===== src/rtl/dec2bin64_parser.sv =====
// Streaming ASCII-decimal to 64-bit binary parser with overflow and bad-character reporting.
// Optional signed input ('-' prefix, two's complement result) enabled by DEC2BIN_SIGNED_EN.
module dec2bin64_parser #(
   parameter int unsigned MAX_DIGITS = 20
) (
   input  logic        clk,
   input  logic        rst,
   input  logic [7:0]  char_in,
   input  logic        char_valid,
   output logic        char_ready,
   output logic [63:0] value_out,
   output logic        value_valid,
   output logic        err,
   output logic [1:0]  err_code
);

   localparam int unsigned CW = $clog2(MAX_DIGITS + 1);
`ifdef DEC2BIN_SIGNED_EN
   localparam bit SIGNED_EN = 1'b1;
`else
   localparam bit SIGNED_EN = 1'b0;
`endif

   typedef enum logic [1:0] {IDLE, ACCUM, DISCARD, DONE} state_t;

   state_t          state_q, state_d;
   logic [63:0]     acc_q, acc_d;
   logic [CW-1:0]   cnt_q, cnt_d;
   logic            ovf_q, ovf_d;
   logic            bad_q, bad_d;
   logic            neg_q, neg_d;
   logic            char_ready_q, char_ready_d;
   logic [63:0]     value_out_q, value_out_d;
   logic            value_valid_q, value_valid_d;
   logic            err_q, err_d;
   logic [1:0]      err_code_q, err_code_d;

   logic            take, is_digit, is_term, is_space, is_minus, too_big;
   logic [67:0]     prod;

   always_comb begin
      take     = char_valid && char_ready_q;
      is_digit = (char_in >= 8'h30) && (char_in <= 8'h39);
      is_term  = (char_in == 8'h0D) || (char_in == 8'h0A);
      is_space = (char_in == 8'h20);
      is_minus = (char_in == 8'h2D);
      prod     = ({4'b0, acc_q} << 3) + ({4'b0, acc_q} << 1) + {64'b0, char_in[3:0]};
`ifdef DEC2BIN_SIGNED_EN
      too_big  = neg_q ? (prod > 68'h8000_0000_0000_0000) : (prod > 68'h7FFF_FFFF_FFFF_FFFF);
`else
      too_big  = |prod[67:64];
`endif

      state_d       = state_q;
      acc_d         = acc_q;
      cnt_d         = cnt_q;
      ovf_d         = ovf_q;
      bad_d         = bad_q;
      neg_d         = neg_q;
      value_out_d   = value_out_q;
      value_valid_d = 1'b0;
      err_d         = 1'b0;
      err_code_d    = err_code_q;

      case (state_q)
         IDLE: begin
            if (take) begin
               if (is_digit) begin
                  acc_d   = {60'b0, char_in[3:0]};
                  cnt_d   = CW'(1);
                  state_d = ACCUM;
               end else if (neg_q) begin
                  // a sign must be followed directly by a digit
                  bad_d   = 1'b1;
                  state_d = is_term ? DONE : DISCARD;
               end else if (is_term || is_space) begin
                  state_d = IDLE;
               end else if (SIGNED_EN && is_minus) begin
                  neg_d = 1'b1;
               end else begin
                  bad_d   = 1'b1;
                  state_d = DISCARD;
               end
            end
         end
         ACCUM: begin
            if (take) begin
               if (is_digit) begin
                  acc_d = prod[63:0];
                  if (cnt_q < CW'(MAX_DIGITS)) cnt_d = cnt_q + 1'b1;
                  if (too_big || (cnt_q >= CW'(MAX_DIGITS))) ovf_d = 1'b1;
               end else if (is_term) begin
                  state_d = DONE;
               end else begin
                  bad_d   = 1'b1;
                  state_d = DISCARD;
               end
            end
         end
         DISCARD: begin
            if (take && is_term) state_d = DONE;
         end
         DONE: begin
            acc_d   = '0;
            cnt_d   = '0;
            ovf_d   = 1'b0;
            bad_d   = 1'b0;
            neg_d   = 1'b0;
            state_d = IDLE;
         end
         default: state_d = IDLE;
      endcase

      // Result is registered on entry so the pulse coincides with the DONE cycle
      if (state_d == DONE && state_q != DONE) begin
         if (bad_d) begin
            err_d      = 1'b1;
            err_code_d = 2'b10;
         end else if (ovf_d) begin
            err_d      = 1'b1;
            err_code_d = 2'b01;
         end else begin
            value_out_d   = neg_d ? (~acc_d + 64'd1) : acc_d;
            value_valid_d = 1'b1;
         end
      end

      char_ready_d = (state_d != DONE);
   end

   always_ff @(posedge clk) begin
      if (rst) begin
         state_q       <= IDLE;
         acc_q         <= '0;
         cnt_q         <= '0;
         ovf_q         <= 1'b0;
         bad_q         <= 1'b0;
         neg_q         <= 1'b0;
         char_ready_q  <= 1'b1;
         value_out_q   <= '0;
         value_valid_q <= 1'b0;
         err_q         <= 1'b0;
         err_code_q    <= 2'b00;
      end else begin
         state_q       <= state_d;
         acc_q         <= acc_d;
         cnt_q         <= cnt_d;
         ovf_q         <= ovf_d;
         bad_q         <= bad_d;
         neg_q         <= neg_d;
         char_ready_q  <= char_ready_d;
         value_out_q   <= value_out_d;
         value_valid_q <= value_valid_d;
         err_q         <= err_d;
         err_code_q    <= err_code_d;
      end
   end

   assign char_ready  = char_ready_q;
   assign value_out   = value_out_q;
   assign value_valid = value_valid_q;
   assign err         = err_q;
   assign err_code    = err_code_q;

endmodule


===== config.mk =====
export PLATFORM = sky130hd
export DESIGN_NAME = dec2bin64_parser
export DESIGN_NICKNAME = d
export VERILOG_FILES = /design/src/rtl/dec2bin64_parser.sv
export SDC_FILE = /design/constraint.sdc
export NUM_CORES = 1
export LEC_CHECK = 0
export CAP_MARGIN = 15
export CORE_MARGIN = 1
export CORE_UTILIZATION = 49
export CTS_BUF_LIST = sky130_fd_sc_hd__clkbuf_4 sky130_fd_sc_hd__clkbuf_8 sky130_fd_sc_hd__clkbuf_16
export DETAILED_ROUTE_END_ITERATION = 12
export PLACE_DENSITY = 0.81
export SYNTH_ARGS = -nofsm -noshare
export SYNTH_HDL_FRONTEND = slang
export SYNTH_SLANG_ARGS = --single-unit

===== constraint.sdc =====
create_clock -name clk -period 4.3 [get_ports clk]
set_input_delay 0.645 -clock clk [delete_from_list [all_inputs] [get_ports clk]]
set_output_delay 0.645 -clock clk [all_outputs]
set_load 0.03 [all_outputs]

### Word-level counts from Yosys, hierarchy flattened

Index checks and enable logic that the tools add are counted.

| cells by class | value |
|---|---|
| div/mod/pow operators | 0 |
| reduce and logical (&&, ||, !) cells | 16 |
| eq/ne operators | 14 |
| $mul | 0 |
| bitwise logic cells | 4 |
| order comparisons | 4 |
| shift-type cells | 0 |
| $add $sub $neg | 4 |
| multiplexer cells | 39 |

Operator list:

| cell | count |
|---|---|
| 64-bit 2-to-1 mux | 5 |
| 64-bit one-hot mux with 3 select lines | 1 |
| 67-bit by 65-bit adder with 68-bit output | 1 |
| 68-bit by 4-bit adder with 68-bit output | 1 |
| 64-bit by 1-bit adder with 64-bit output (second input constant) | 1 |
| 64-bit NOT | 1 |
| 5-bit 2-to-1 mux | 5 |
| 2-bit 2-to-1 mux | 9 |
| 8-bit by 4-bit equality test with 1-bit output (second input constant) | 2 |
| 1-bit 2-to-1 mux | 15 |
| 5-bit one-hot mux with 3 select lines | 1 |
| 2-bit inequality test (second input constant) | 7 |
| 8-bit by 6-bit equality test with 1-bit output (second input constant) | 1 |
| 8-bit by 6-bit >= comparator with 1-bit output (second input constant) | 1 |
| 8-bit by 6-bit less-or-equal comparator with 1-bit output (second input constant) | 1 |
| 2-bit one-hot mux with 4 select lines | 1 |
| 2-bit equality test (second input constant) | 3 |
| 6-bit AND reduction | 1 |
| 5-bit by 1-bit adder with 5-bit output (second input constant) | 1 |
| 5-bit >= comparator (second input constant) | 1 |
| 5-bit less-than comparator (second input constant) | 1 |
| 1-bit logical AND | 4 |
| 4-bit OR reduction | 1 |
| 1-bit logical OR | 3 |
| other kinds (11) | 13 |

| storage, ports and cells | value |
|---|---|
| output and inout port bits | 69 |
| register bits after elaboration | 143 |
| latch bits | 0 |
| memories kept | 0 |
| bits in read-only memories | 0 |
| memory bits (writable) | 0 |

### Logic depth before layout (Yosys ltp)

Gate-level depths: netlist of run 1.

| depth | value |
|---|---|
| depth in word-level cells | 12 |
| gate-level depth with buffers | 19 |

### Least setup slack after synthesis of run 1

No wires, ideal clock.

| timing | value |
|---|---|
| path type | input to register |
| start | input port char_in[3] |
| end | register value_out_q[62] (netlist: value_out[62]) |
| stages on the path | 16 |
| arrival | 4549 ps |
| path slack | -328 ps |
| buffers on the path | 0 |
| path through | inv_1 > fa_1 > inv_1 > fa_1 > a21oi_1 > o211a_1 > o211ai_1 > a311o_1 > a41oi_2 > mux2i_1 > a21oi_1 > nand4_1 > nor4_4 > nand3_1 > o31a_1 > o211ai_1 |

| between the ends | value |
|---|---|
| longest elaborated chain between the ends | 11 |
| elaborated cells on any way between the ends | 46 |
| classes of those cells | 2 x add/sub; 2 x order compare; 4 x eq/ne; 27 x mux; 3 x bitwise; 8 x reduce/logical |

Ends and longest elaborated chain:

| item | line | text |
|---|---|---|
| start, declared | 8 | `input logic [7:0] char_in,` |
| branches (longest 11 deep; another with 68-bit by 4-bit adder with 68-bit output) | n/a |  |
| end signal, assigned | 152 | `value_out_q <= value_out_d;` |
| end, declared | 33 | `logic [63:0] value_out_q, value_out_d;` |

Parallel ways; which one is timed is not known.
A chain may end at the register's enable or synchronous reset.

### Worst setup path in the final report of run 1

| timing | value |
|---|---|
| start | register acc_q[0] |
| end | register value_out_q[53] (netlist: value_out[53]) |

| between the ends | value |
|---|---|
| longest elaborated chain between the ends | 10 |
| elaborated cells on any way between the ends | 18 |
| classes of those cells | 3 x add/sub; 10 x mux; 2 x bitwise; 3 x reduce/logical |

Ends and longest elaborated chain:

| item | line | text |
|---|---|---|
| start, declared | 27 | `logic [63:0] acc_q, acc_d;` |
| start signal, assigned | 134 | `acc_q <= '0;` |
| start signal, assigned | 146 | `acc_q <= acc_d;` |
| branches (longest 10 deep; another with 67-bit by 65-bit adder with 68-bit output) | n/a |  |

Parallel ways; which one is timed is not known.

==> results of run 1 <==
Yosys cell counts, types with 25 or more instances:
master	instances	area share
sky130_fd_sc_hd__nand4_1	48	0.023
sky130_fd_sc_hd__a22oi_1	27	0.016
sky130_fd_sc_hd__a31oi_1	34	0.016
sky130_fd_sc_hd__mux2i_1	50	0.038
sky130_fd_sc_hd__xor2_1	31	0.021
sky130_fd_sc_hd__ha_1	134	0.13
sky130_fd_sc_hd__nand3_1	41	0.016
sky130_fd_sc_hd__clkbuf_1	60	0.017
sky130_fd_sc_hd__xnor2_1	52	0.035
sky130_fd_sc_hd__a211oi_1	25	0.014
sky130_fd_sc_hd__inv_1	35	0.010
sky130_fd_sc_hd__o21ai_0	115	0.044
sky130_fd_sc_hd__nand2_1	154	0.044
sky130_fd_sc_hd__a21oi_1	137	0.052
sky130_fd_sc_hd__dfxtp_1	143	0.22
sky130_fd_sc_hd__o21a_1	25	0.014
sky130_fd_sc_hd__nor2_1	203	0.058
sky130_fd_sc_hd__nor3_1	36	0.014
repair_timing:
action / CTS / global route
pin swaps: 45 / 64
setup buffers: 14 / 19
gates cloned: 1 / 0
resized for setup: 63 / 130
endpoints found under the setup margin: 65 / 64
cell type report:
cell class              count  area, um^2
multi-input cells        1425       10300
fillers                  2044        7760
repair buffers            500        4060
flip-flops and latches    143        2880
clock buffers              17         425
well taps                 335         419
clock inverters            15         173
inverters                  36         136
worst max-delay path, stage by stage (launching register included):
cell                       delay, ps
sky130_fd_sc_hd__dfxtp_2         340
sky130_fd_sc_hd__inv_2            40
sky130_fd_sc_hd__fa_1            540
sky130_fd_sc_hd__inv_2            60
sky130_fd_sc_hd__fa_2            380
sky130_fd_sc_hd__a21oi_2         170
sky130_fd_sc_hd__o211a_1         250
sky130_fd_sc_hd__o211ai_1        140
sky130_fd_sc_hd__a311o_2         460
sky130_fd_sc_hd__mux2i_1         170
sky130_fd_sc_hd__a211oi_2        220
sky130_fd_sc_hd__nand4_1         180
sky130_fd_sc_hd__and4b_4         430
sky130_fd_sc_hd__and4_4          270
sky130_fd_sc_hd__buf_12          120
sky130_fd_sc_hd__buf_16          100
sky130_fd_sc_hd__a21oi_1          80
sky130_fd_sc_hd__xor2_1          260
sky130_fd_sc_hd__o21ai_1          90
metal layers:
layer | vias up | share of wire | GRT usage | wire length, um
met5 | - | 0 | 0 | 0
met4 | 0 | 0.065 | 0.222 | 3540
met3 | 216 | 0.082 | 0.0529 | 4470
met2 | 894 | 0.44 | 0.603 | 23900
met1 | 7375 | 0.41 | 0.504 | 22300
li1 | 7176 | - | - | -
cell families (layout without fill, tap and decap cells):
family	Yosys count	after routing	share of synthesized area
buf+inv	138	568	0.0495
fa+ha+maj	136	136	0.131
simple gates	621	621	0.235
mux	53	53	0.0417
flops	143	143	0.219
compound gates	532	532	0.268
xor+xnor	83	83	0.0556
path summary, 6_finish.rpt:
| check | from | endpoint | slack (ps) | cells after the start |
|---|---|---|---|---|
| worst min-delay path | value_out[45]$_SDFFE_PP0P_ | value_out[45]$_SDFFE_PP0P_ | 460 | 2 |
| worst max-delay path | acc_q[0]$_SDFF_PP0_ | value_out[53]$_SDFFE_PP0P_ | -70 | 18 |
| worst min register to register | value_out[45]$_SDFFE_PP0P_ | value_out[45]$_SDFFE_PP0P_ | 460 | 2 |
| worst max register to register | acc_q[0]$_SDFF_PP0_ | value_out[53]$_SDFFE_PP0P_ | -70 | 18 |
power by group:
part           internal (mW)  leakage (nW)  switching, mW
Combinational          0.131          6.36          0.215
Sequential              1.33          1.16        0.00639
Clock                  0.830         0.292          0.738
Total                   2.29          7.81          0.959
state kept, by name (all words and copies together), names as in the netlist:
signal	flops
bad_q	1
value_out	64
neg_q	1
value_valid	1
err	1
char_ready	1
err_code	2
acc_q	64
state_q	2
ovf_q	1
cnt_q	5
==> summary.txt, run 1 <==
Yosys
  – Net count of the mapped netlist: 1853
  – Cells after Synth: between 1500 and 2000
  – Share of async-settable or async-resettable flops after synthesis: 0
  – Number of distinct standard cells referenced by the synthesized netlist: 103
  – EDFF count, synth: 0
  – Most used flip-flop cell after synthesis: sky130_fd_sc_hd__dfxtp_1
  – Share of synthesized area occupied by flip-flops and latches: 0.219
  – YS warnings: 0
  – Post-synthesis sequential element count: 143
  – Synthesized area per cell: around 7.7 um^2
  – Cell Area, Synth: 0.0131 mm^2

Clock tree
  – Number of clock sinks seen by CTS: 143
  – Hold-fix buffer count after cts: 0
  – Clock buffer depth: 2
  – CTS buffer count: 17
  – Cell at the root of the clock tree: sky130_fd_sc_hd__clkbuf_16
  – Clock-pin slew on the worst setup and hold paths: around 80 ps
  – CTS tree: yes
  – Source-to-sink clock delay at the later pin of the worst-skew pair: 450 ps
  – H-tree depth: 4

Pwr
  – Static Leakage: approximately 7.8 nW
  – Power Dens Cells: 177 mW/mm^2
  – Worst vdd ir: between 0.0002 and 0.00025 V
  – Post-route total power: 3.25 mW

Status
  – Run status: finished with violations
  – Violations in the final reports: setup timing

Floorplanning
  – Core region area: between 0.02 and 0.03 mm^2
  – Effective utilization at floorplan: 0.500
  – Die W: approximately 170 um
  – Io pins: 80
  – Std cell rows: 59
  – DIE HEIGHT: 165 um
  – Die ar.: ~0.027 mm^2

Drt
  – DRC violation total after the first TritonRoute iteration: 1873
  – Total vias in the final route: 15661
  – Detailed Routing Iterations Pass 1: 7
  – Detail-routed via count per cell: 6.34
  – Wire length per cell after detailed routing: 21.9 um
  – Final routed DRC violation total: 0
  – Post-Route WL: 54200 um
  – Detail Route Antenna Nets: 0

Cells and area
  – Area added between synthesis and finish: 40.5%
  – Post-layout util: 0.703
  – Commonest non-fill, non-tap cells in the layout: 408 x sky130_fd_sc_hd__buf_4, 203 x sky130_fd_sc_hd__nor2_1, 148 x sky130_fd_sc_hd__nand2_1, 132 x sky130_fd_sc_hd__dfxtp_1, 128 x sky130_fd_sc_hd__ha_1
  – Most common cell after layout, fill and taps aside: sky130_fd_sc_hd__buf_4
  – Post-route design area: approximately 0.018 mm^2
  – ANT cells: 0
  – Final nets: around 2300
  – Share of layout cells above drive strength 1: 0.301
  – Non-filler cells in the finished layout: 2471

Timing
  – Final Cycle Share: 1.02
  – Actual slew at the worst max-slew pin: 1160 ps
  – Clock Skew: 15.8 ps
  – Count of final max-slew check failures: 0
  – Endpoints failing hold: 0
  – Setup TNS after final layout: -497 ps
  – Endpoints failing setup: 17
  – Peak Freq: 0.229 GHz
  – Max transition margin: 0.227
  – Slack of the critical path: -70.2 ps
  – Final period demand of the worst path: ~4400 ps
  – Worst hold slack: 457 ps
  – Unrepaired setup endpoints after global routing: true

GRT
  – Gr usage total: 0.385
  – Antenna violations before repair: 0
  – Largest net degree at the start of global routing: 59
  – Total grt overflow: 0
  – Wire length of the first global-routing pass: 80400 um
  – Via count of the first global-routing pass: 14636

Setup path
  – Endpoint type of the worst setup path: flip-flop
  – Category of the critical setup timing path: reg -> reg
  – Crit path launch type: flip-flop
  – Data arrival at the endpoint of the critical path: 4710 ps
  – Crit path max fanout: 4
  – WP data required: roughly 4600 ps

Placed design
  – Pre-CTS WS: -953 ps
  – Number of placed cells counting well taps: 2409
  – Final estimated routing congestion in global placement: 1.02
  – Area after DPL: around 0.017 mm^2
  – Input/output buffers: between 70 and 80
  – Total half-perimeter wirelength after legalization and detailed placement: 41200 um

Worst hold path
  – Path class of the lowest-slack min-delay path: reg -> reg

Flow run
  – Max-cap violations: 0
Note: power is estimated with default switching activity, not from simulation.
==> run 2, diff against run 1 <==
CTS_CLUSTER_DIAMETER = 120   (was default)
==> results of run 2 <==
Same layout as run 1: the final DEF is identical, and so are final timing and power.
==> run 3, diff against run 2 <==
ABC_AREA = 1   (was default)
==> run 3 against run 2 <==
Net effect: the flow now finishes without violations; power up 83%; global-route usage down 3.7 points; synthesized cell count increased by 46%; maximum frequency up 6.3%; sequential share of layout area rose by 0.27 points; critical path type is now in -> reg; critical endpoint is now value_out[59]$_SDFFE_PP0P_.
==> summary.txt, run 3 <==
Floorplanning
  – Core region area: 0.0289 mm^2 (+10%)
  – Io pins: 80 (unchanged)
  – Effective utilization at floorplan: 0.502 (+0.00189)
  – Die ar.: 0.0303 mm^2 (+11%)
  – DIE HEIGHT: 174 um (+5.2%)
  – Die W: 174 um (+5.2%)
  – Std cell rows: 62 (+5.1%)

Timing
  – Endpoints failing hold: 0 (unchanged)
  – Final Cycle Share: 0.956 (-0.0601)
  – Final period demand of the worst path: 4110 ps (-259 ps)
  – Max transition margin: 0.387 (+0.160)
  – Count of final max-slew check failures: 0 (unchanged)
  – Peak Freq: 0.243 GHz (+6.3%)
  – Actual slew at the worst max-slew pin: 919 ps (-240 ps)
  – Clock Skew: 12.0 ps (-3.77 ps)
  – Setup TNS after final layout: 0 ps (+497 ps)
  – Endpoints failing setup: 0 (-17)

GRT
  – Global-route met3 utilization: 0.0545 (+0.00151)
  – Largest net degree at the start of global routing: 80 (+36%)
  – Via count of the first global-routing pass: 16140 (+10%)
  – Antenna violations before repair: 1 (+1)
  – Wire length of the first global-routing pass: 83100 um (+3.3%)
  – Total grt overflow: 0 (unchanged)
  – Gr busiest metal: met2
  – Gr usage total: 0.348 (-0.0366)
  – Met1 Use GR: 0.411 (-0.0937)
  – M2 GR Usage: 0.595 (-0.00879)

Cells and area
  – Share of layout cells above drive strength 1: 0.150 (-0.152)
  – Fill cell instance count of the final layout: 2757 (+35%)
  – Most common cell after layout, fill and taps aside: sky130_fd_sc_hd__nand2_1
  – Area added between synthesis and finish: 24.1%
  – ANT cells: 0 (unchanged)
  – Non-filler cells in the finished layout: 3131 (+27%)
  – Commonest non-fill, non-tap cells in the layout: 845 x sky130_fd_sc_hd__nand2_1, 400 x sky130_fd_sc_hd__inv_1, 242 x sky130_fd_sc_hd__nor2_1, 181 x sky130_fd_sc_hd__buf_4, 143 x sky130_fd_sc_hd__dfxtp_1
  – Final nets: 2883 (+27%)

Setup path
  – WP data required: 4640 ps (about the same)
  – Data arrival at the endpoint of the critical path: 4460 ps (-250 ps)
  – R2R Setup Slk: 250 ps (+320 ps)
  – Cell family contributing the most delay on the critical path: simple AND/OR/NAND/NOR gates
  – Crit path max fanout: 6 (+2)
  – Sum of buffers and inverters on the critical path: 5 (+1)
  – Endpoint type of the worst setup path: flip-flop
  – Crit path launch type: primary input
  – Launching point of the worst reg2reg path: acc_q[38]$_SDFF_PP0_
  – Worst r2r path cells: 26 (+8)
  – Cell with the biggest individual delay on the critical path: sky130_fd_sc_hd__clkdlybuf4s50_1
  – Slowest cell delay on critical path: 530 ps (about the same)
  – Endpoint of the lowest-slack register-to-register path: value_out[59]$_SDFFE_PP0P_
  – Most prevalent standard cell on the critical path: sky130_fd_sc_hd__nand3_2
  – Category of the critical setup timing path: in -> reg

Clock tree
  – H-tree depth: 4 (unchanged)
  – Clock buffer depth: 2 (unchanged)
  – CTS tree: yes
  – Clock-pin slew on the worst setup and hold paths: 60 ps (-20 ps)
  – Number of clock sinks seen by CTS: 143 (unchanged)
  – Source-to-sink clock delay at the later pin of the worst-skew pair: 450 ps (about the same)
  – Hold-fix buffer count after cts: 0 (unchanged)
  – CTS buffer count: 17 (unchanged)
  – Cell at the root of the clock tree: sky130_fd_sc_hd__clkbuf_16

Worst hold path
  – Instance count along the most critical hold path: 2 (unchanged)
  – Min-delay src: value_out[30]$_SDFFE_PP0P_
  – Capture endpoint of the worst hold path: value_out[30]$_SDFFE_PP0P_
  – Path class of the lowest-slack min-delay path: reg -> reg

Pwr
  – Static Leakage: 10.1 nW (+30%)
  – Worst vdd ir: 0.000462 V (+110%)
  – Power Dens Cells: 331 mW/mm^2 (+87%)

Flow run
  – Max-cap violations: 0 (unchanged)

Yosys
  – Share of synthesized area occupied by flip-flops and latches: 0.198 (-0.0214)
  – Post-synthesis sequential element count: 143 (unchanged)
  – EDFF count, synth: 0 (unchanged)
  – Number of distinct standard cells referenced by the synthesized netlist: 50 (-51%)
  – Synthesized area per cell: 5.82 um^2 (-24%)
  – Most common cell in the synthesized netlist: sky130_fd_sc_hd__nand2_1
  – Cells after Synth: 2490 (+46%)
  – Area fraction of the dominant cell type after synthesis: 0.224 (+0.00534)
  – Ranking of synthesized cells by instance count: 866 x sky130_fd_sc_hd__nand2_1, 401 x sky130_fd_sc_hd__inv_1, 260 x sky130_fd_sc_hd__nor2_1
  – Most used flip-flop cell after synthesis: sky130_fd_sc_hd__dfxtp_1
  – Largest cells by area after synthesis: sky130_fd_sc_hd__nand2_1 22%, sky130_fd_sc_hd__dfxtp_1 20%, sky130_fd_sc_hd__ha_1 12%, sky130_fd_sc_hd__inv_1 10%, sky130_fd_sc_hd__nor2_1 6.7%
  – Cell Area, Synth: 0.0145 mm^2 (+11%)
  – YS warnings: 0 (unchanged)
  – Net count of the mapped netlist: 2637 (+42%)
  – Largest area contributor in the synthesized netlist: sky130_fd_sc_hd__nand2_1
  – Share of async-settable or async-resettable flops after synthesis: 0 (unchanged)

Drt
  – Wire length per cell after detailed routing: 17.1 um (-22%)
  – Detailed Routing Iterations Pass 1: 7 (unchanged)
  – Final routed DRC violation total: 0 (unchanged)
  – Detail-routed via count per cell: 5.38 (-15%)
  – DRC violation total after the first TritonRoute iteration: 1560 (-17%)
  – Total vias in the final route: 16837 (+7.5%)
  – Post-Route WL: 53600 um (-1.1%)
  – Detail Route Antenna Nets: 0 (unchanged)

Placed design
  – Number of placed cells counting well taps: 3082 (+28%)
  – Input/output buffers: 79 (unchanged)
  – Total half-perimeter wirelength after legalization and detailed placement: 42300 um (+2.7%)
  – Final estimated routing congestion in global placement: 1.05 (+3.3%)

Status
  – Run status: finished, final reports clean
[run 3: changes by cell type in the layout (fill, tap and decap cells not counted), sizes merged, moves of 20 or more]
cell	previous run	this run
xnor2	52	2
buf	423	191
a22oi	27	1
nand3	44	172
and3	22	0
a211oi	28	2
or3	20	0
nor2	204	292
a31oi	34	1
nor3	37	14
mux2i	51	0
o21a	26	6
nand2	154	886
inv	42	420
[run 3: worst max path at each step]
stage | startpoint | endpoint | cells after the start
6_report | char_in[1] | value_out[59]$_SDFFE_PP0P_ | 25
3_5_place_dp | char_in[3] | value_out[58]$_SDFFE_PP0P_ | 25
3_3_place_gp | char_in[3] | value_out[63]$_SDFFE_PP0P_ | 25
5_1_grt | char_in[1] | value_out[48]$_SDFFE_PP0P_ | 23
2_1_floorplan | char_in[3] | value_out[34]$_SDFFE_PP0P_ | 22
4_1_cts | char_in[3] | value_out[28]$_SDFFE_PP0P_ | 23
[run 3: metal layers]
| metal | wire [um] | vias up | part of all wire |
|---|---|---|---|
| met5 | 11 | - | 0.00021 |
| met4 | 3320 | 2 | 0.062 |
| met3 | 3430 | 189 | 0.064 |
| met2 | 25300 | 670 | 0.47 |
| met1 | 21600 | 7680 | 0.40 |
| li1 | - | 8296 | - |
[run 3: final cells by class]
type / instances / area [um^2] / area share
clock inverter: 6 / 35.0 / 0.00195
multi-input combinational: 1879 / 10000 / 0.559
timing repair buffer: 274 / 2470 / 0.137
sequential: 143 / 2860 / 0.159
inverter: 421 / 1580 / 0.0879
clock buffer: 24 / 503 / 0.0280
tap: 384 / 480 / 0.0267
[run 3: where the power goes]
group          internal (mW)  switching, mW  leakage [nW]
Clock                  0.806          0.598         0.268
Sequential              1.62          0.187          1.16
Combinational           1.09           1.65          8.71
Total                   3.51           2.44          10.1
[run 3: worst min-delay path: cells and delay by family, from the launching register on]
| kind | cells | cell delay, ps |
|---|---|---|
| AND/OR/NAND/NOR | 1 | 60 |
| flip-flops | 1 | 300 |
| AO/OA/AOI/OAI | 1 | 50 |
[run 3: logic make-up after synthesis]
group / count (synthesis) / synth area share
AO/OA/AOI/OAI: 265 / 0.105
XOR/XNOR: 44 / 0.0266
adder cells (fa/ha/maj): 136 / 0.118
buffers and inverters: 469 / 0.129
flip-flops: 143 / 0.198
AND/OR/NAND/NOR: 1433 / 0.423
[run 3: per-stage QoR]
| stage | instance area [um^2] | utilization | hold WS (ps) | worst slack, ps | power (mW) |
|---|---|---|---|---|---|
| floorplan | 14500 | - | 430 | 641 | 3.44 |
| global placement | 16900 | 0.585 | 442 | -508 | 4.15 |
| detailed placement | 16900 | 0.585 | 453 | -641 | 4.20 |
| CTS | 17500 | 0.608 | 462 | 0.913 | 5.72 |
| global route | 18000 | 0.623 | 481 | -22.1 | 6.19 |
| finish | 18000 | 0.623 | 463 | 188 | 5.95 |
[run 3: what timing repair did]
action | in CTS | in global routing
gates cloned | 2 | 6
resized for setup | 7 | 69
pin swaps | 3 | 24
buffers inserted | 3 | 8
hold endpoints to repair | 0 | 0
setup endpoints to repair | 63 | 65
